### src/rtl/switch_output_guard.sv
// Gate-driver protection stage: registers the complementary switch bus, enforces
// per-switch minimum pulse width, leg interlock and a latched fault shutdown.
module switch_output_guard #(
  parameter int LevelCount = 2,
  parameter int BIT_WIDTH  = 16
) (
  input  logic                    MClk,
  input  logic                    RstN,
  input  logic [LevelCount*2-1:0] SIn,
  input  logic                    Enable,
  input  logic                    FaultN,
  input  logic                    FaultClear,
  input  logic [BIT_WIDTH-1:0]    MinPulseCount,
  output logic [LevelCount*2-1:0] SOut,
  output logic [1:0]              FaultCode,
  output logic [1:0]              State
);

  localparam int Width = LevelCount * 2;

  typedef enum logic [1:0] {
    Idle  = 2'd0,
    Arm   = 2'd1,
    Run   = 2'd2,
    Fault = 2'd3
  } stateT;

  stateT                 stateReg;
  logic                  faultMetaReg;
  logic                  faultSyncReg;
  logic [LevelCount-1:0] legOverlap;
  logic                  shootThrough;
  logic                  faultHit;
  logic                  stayRun;
  logic [BIT_WIDTH-1:0]  holdLoad;

  // Flops reset to 0 so the stage starts out seeing an active fault.
  always_ff @(posedge MClk or negedge RstN) begin
    if (!RstN) begin
      faultMetaReg <= 1'b0;
      faultSyncReg <= 1'b0;
    end else begin
      faultMetaReg <= FaultN;
      faultSyncReg <= faultMetaReg;
    end
  end

  genvar gi;
  generate
    for (gi = 0; gi < LevelCount; gi++) begin : gLeg
      assign legOverlap[gi] = SIn[2*gi+1] & SIn[2*gi];
    end
  endgenerate

  assign shootThrough = |legOverlap;
  assign faultHit     = !faultSyncReg || shootThrough;
  // True exactly when the sequencer will still be in RUN after this edge.
  assign stayRun      = (stateReg == Run) && Enable && !faultHit;
  assign holdLoad     = (MinPulseCount == '0) ? '0 : MinPulseCount - BIT_WIDTH'(1);

  always_ff @(posedge MClk or negedge RstN) begin
    if (!RstN) begin
      stateReg  <= Idle;
      FaultCode <= 2'b00;
    end else begin
      case (stateReg)
        Idle: begin
          if (Enable && faultSyncReg) stateReg <= Arm;
        end
        Arm, Run: begin
          if (faultHit) begin
            stateReg  <= Fault;
            FaultCode <= {shootThrough, !faultSyncReg};
          end else if (!Enable) begin
            stateReg <= Idle;
          end else if (stateReg == Arm && SIn == '0) begin
            stateReg <= Run;
          end
        end
        Fault: begin
          if (FaultClear && faultSyncReg && !shootThrough) begin
            stateReg  <= Idle;
            FaultCode <= 2'b00;
          end
        end
        default: stateReg <= Idle;
      endcase
    end
  end

  assign State = stateReg;

  generate
    for (gi = 0; gi < Width; gi++) begin : gBit
      localparam int Comp = gi ^ 1;
      logic                 outBitReg;
      logic [BIT_WIDTH-1:0] holdCntReg;
      logic                 accept;

      // A rise must wait for the other switch of the leg to be off at the pins.
      assign accept = (holdCntReg == '0) && !(SIn[gi] && !outBitReg && SOut[Comp]);

      always_ff @(posedge MClk or negedge RstN) begin
        if (!RstN) begin
          outBitReg  <= 1'b0;
          holdCntReg <= '0;
        end else if (!stayRun) begin
          outBitReg  <= 1'b0;
          holdCntReg <= '0;
        end else if (accept && (SIn[gi] != outBitReg)) begin
          outBitReg  <= SIn[gi];
          holdCntReg <= holdLoad;
        end else if (holdCntReg != '0) begin
          holdCntReg <= holdCntReg - BIT_WIDTH'(1);
        end
      end

      assign SOut[gi] = outBitReg;
    end
  endgenerate

endmodule

### config.mk
export PLATFORM = sky130hd
export DESIGN_NAME = switch_output_guard
export DESIGN_NICKNAME = d
export VERILOG_FILES = /design/src/rtl/switch_output_guard.sv
export SDC_FILE = /design/constraint.sdc
export NUM_CORES = 1
export LEC_CHECK = 0
export BUFFER_PORTS_ARGS = -buffer_cell sky130_fd_sc_hd__buf_2
export CORE_UTILIZATION = 50
export CTS_BUF_LIST = sky130_fd_sc_hd__clkbuf_4 sky130_fd_sc_hd__clkbuf_8
export DETAILED_ROUTE_END_ITERATION = 10
export GPL_TIMING_DRIVEN = 0
export PLACE_DENSITY = 0.69
export SLEW_MARGIN = 20
export SYNTH_ARGS = -nofsm -noshare
export SYNTH_HDL_FRONTEND = slang
export SYNTH_SLANG_ARGS = --single-unit
export TNS_END_PERCENT = 10
### constraint.sdc
create_clock -name MClk -period 1.85 [get_ports MClk]
set_clock_uncertainty 0.05 [all_clocks]
set_input_delay 0.185 -clock MClk [delete_from_list [all_inputs] [get_ports MClk]]
set_output_delay 0.185 -clock MClk [all_outputs]
set_load 0.01 [all_outputs]
==> results by group <==
Pwr
  – Peak supply drop: 631 uV
  – Pwr/cell area: 773 nW/um^2
  – Leakage dissipation: 2.97 nW

Run status
  – Status: finished with violations
  – Failing checks: negative setup slack

Layout
  – Post-layout util: 67.1%
  – Antenna fix cells: 0
  – Fillers: 761
  – # nets final: 684
  – Layout area overhead: 29.8%
  – Layout cells sized above 1: 36.8%

Floorplan
  – # rows: 36
  – Initial Utilization: 51.7%
  – Die area: 10,500 sq um
  – Die width: 102 um
  – IO Count: 33
  – DIE HEIGHT: 102 um
  – Core region area: 9770 sq um

Synthesis
  – Area contributors post-synth: dfrtp_1, a211oi_1, xnor2_1
  – Post-synth top flop: dfrtp_1
  – Post-synth net total: 582
  – Synth Register Bits: 74
  – Share of the synthesized area in the top cell type: 36.7%
  – Post-synth top area cell: dfrtp_1
  – Synthesized area: 5050 sq um
  – Number of synthesized flops with an enable pin: 0
  – Synthesized instance count: 540
  – Mapped Avg Cell Area: 9.35 sq um
  – Post-synthesis sequential area ratio: 36.7%
  – Synth async-reset ratio: 100%
  – Yosys cell types: 61
  – Yosys Warn Count: 0

Worst setup path
  – Crit path max-delay family: simple AND/OR/NAND/NOR gates
  – CP cell instances: nor4_4 -> nand4_4 -> or2_4 -> o21ai_4 -> buf_6 -> a211oi_1
  – CP Data Arrival Time: 2070 ps
  – Startpoint type of the worst setup path: flop
  – Worst r2r src: gBit[1].holdCntReg[3]
  – Crit-path max FO: 10
  – R2R Setup Slk: -50 ps
  – Worst Path Required: 2020 ps
  – Buffers plus inverters on the worst setup path: 1
  – Critical path class: reg -> reg
  – Worst R2R End: gBit[1].holdCntReg[12]
  – Slowest cell on the critical path: dfrtp_2
  – CP peak stage delay: 430 ps
  – R2R cell count: 6
  – Worst setup EP type: flop

Route
  – Post-DRT Antenna Nets: 0
  – Routed wire length: 14.9 mm
  – Via-per-instance ratio: 6.10
  – 1st-iter DRT viols: 242
  – Via count: 4,752
  – # DRC: 0
  – Drt first pass iters: 5
  – DR WL/cell: 19.1 um

Timing
  – Hold_ws: 80.3 ps
  – Final min period: 1900 ps
  – Max Fclk: 527 MHz
  – Period utilization: 103%
  – Final setup viols: 34
  – Max Slew Vio Count: 0
  – Slew headroom: 43.8%
  – Final Hold Viols: 0
  – Worst slew pin tran: 819 ps
  – Worst setup margin: -48.3 ps
  – RSZ-0062 raised after global routing: yes

Clock network
  – CTS tree: built
  – Clock buffer count from CTS: 9
  – CTS Buffer Depth: 2
  – CTS clk-pin slew, worst paths: 80 ps
  – Root Buffer: clkbuf_8
  – Sink Count: 74
  – Worst-skew pair later-pin latency: 360 ps
  – H-tree levels: 3

Global route
  – Vias in the first global route: 4,518
  – GRT Overall Usage: 29.2%
  – Largest net degree at the start of global routing: 56
  – Initial antenna violation count: 0
  – Grt total ovfl: 0
  – First-pass GRT wire length: 23.0 mm

Min path
  – Worst hold path class: in -> reg
  – Min-Delay Path Depth: 3
  – Hold_sp: SIn[0]
  – WHS Endpoint: gBit[0].outBitReg

Job
  – Max_cap viols: 0

Placed design
  – IO buf count: 32
  – Placer Congestion: 0.905
  – DP HPWL: 9.53 mm
-- per-stage QoR --
step	instance area [sq um]	cells	TNS [ps]	total power [W]	worst slack [ps]
2_1_floorplan	5060	540	-1100	0.00296	-73.6
3_3_place_gp	5390	705	-22490	0.00333	-725
3_5_place_dp	5420	706	-24400	0.00338	-793
4_1_cts	6130	752	-838	0.00483	-50.2
5_1_grt	6560	779	-4770	0.00534	-136
6_report	6560	779	-818	0.00507	-48.3
-- area by class of cell --
cell class,instances,area (sq um),area share (%)
clock buffers,12,159,2.42
multi-input cells,427,3420,52.2
clock inverters,3,15.0,0.229
repair buffers,93,683,10.4
inverters,18,67.6,1.03
plain buffers,19,180,2.75
flip-flops and latches,74,1860,28.4
well taps,133,166,2.54
-- synthesized netlist by cell type (3+ instances only) --
| cell type | count |
|---|---|
| nor3_1 | 18 |
| clkbuf_1 | 4 |
| nand4_1 | 13 |
| buf_2 | 5 |
| nor2_1 | 67 |
| a211oi_1 | 52 |
| a211oi_2 | 7 |
| nor4_4 | 3 |
| o31ai_1 | 5 |
| nor4_2 | 10 |
| and2_1 | 3 |
| xor2_1 | 14 |
| mux2i_1 | 8 |
| a21o_1 | 6 |
| a21oi_1 | 29 |
| nand2b_1 | 4 |
| o21ai_0 | 8 |
| inv_1 | 18 |
| nor4_1 | 8 |
| nor2b_1 | 5 |
| dfrtp_1 | 74 |
| xnor2_1 | 34 |
| nand4b_1 | 6 |
| nor3b_1 | 7 |
| nand3_1 | 11 |
| nand3b_1 | 4 |
| and3_1 | 3 |
| o31a_1 | 6 |
| buf_4 | 10 |
| and4_1 | 3 |
| nand2_1 | 39 |
| ha_1 | 17 |
-- timing repair --
| item | in CTS | in global routing |
|---|---|---|
| setup buffers | 30 | 25 |
| hold endpoints to repair | 20 | 0 |
| pin swaps | 23 | 31 |
| endpoints found under the setup margin | 66 | 67 |
| hold buffers | 2 | 0 |
| gates resized for setup | 63 | 61 |
| cloned | 1 | 2 |
-- metal layers --
metal,GRT usage [%],vias to the layer above,wire length (um)
met5,0,-,0
met4,12.2,0,370
met3,5.27,34,771
met2,46.8,170,7300
met1,38.7,2353,6470
li1,-,2195,-
-- cell families after synthesis --
| logic type | share of synthesized area (%) |
|---|---|
| flops | 36.7 |
| xor+xnor | 8.33 |
| compound gates | 18.0 |
| buf+inv | 4.06 |
| fa+ha+maj | 4.21 |
| mux | 2.03 |
| simple gates | 26.7 |
-- where the power goes --
part           internal (W)  total (W)  leakage (nW)  switching, W
Sequential          0.00169    0.00178          1.00     0.0000887
Combinational      0.000977    0.00212          1.87       0.00114
Clock              0.000562    0.00117        0.0954      0.000607
Total               0.00323    0.00507          2.97       0.00183
-- worst reg2reg max path, delay by kind of cell, from the launching register on --
kind | cells | cell delay [ps]
AND/OR/NAND/NOR | 3 | 880
flip-flops | 1 | 430
AO/OA/AOI/OAI | 2 | 210
buffers and inverters | 1 | 170
-- worst max-delay path by stage --
| stage | start | to | depth (start not counted) |
|---|---|---|---|
| final | gBit[1].holdCntReg[3] | gBit[1].holdCntReg[12] | 6 |
| after global routing | gBit[3].holdCntReg[4] | gBit[3].holdCntReg[0] | 7 |
| after CTS | gBit[1].holdCntReg[6] | gBit[1].holdCntReg[3] | 7 |
| after detailed placement | MinPulseCount[0] | gBit[0].holdCntReg[14] | 9 |
| after global placement | MinPulseCount[0] | gBit[0].holdCntReg[14] | 9 |
| after floorplan | gBit[1].holdCntReg[3] | gBit[1].holdCntReg[14] | 6 |
-- registers in the layout, indices dropped and copies added (netlist names) --
name             flops
State                2
faultMetaReg         1
gBit.outBitReg       4
faultSyncReg         1
gBit.holdCntReg     64
FaultCode            2
-- placed cells by master, fill, tap and decap left out, types with 8 or more instances in the layout --
cell type	Yosys	routed
a211oi_1	52	34
a211oi_2	7	25
a21oi_1	29	24
buf_2	5	33
buf_4	10	56
buf_6	2	14
clkbuf_8	0	11
dfrtp_1	74	64
dfrtp_2	0	10
ha_1	17	14
inv_1	18	12
nand2_1	39	35
nand3_1	11	11
nand4_1	13	13
nor2_1	67	63
nor3_1	18	11
nor3_2	2	8
nor4_4	3	12
xnor2_1	34	34
xor2_1	14	14
(Power assumes the default switching activity.)
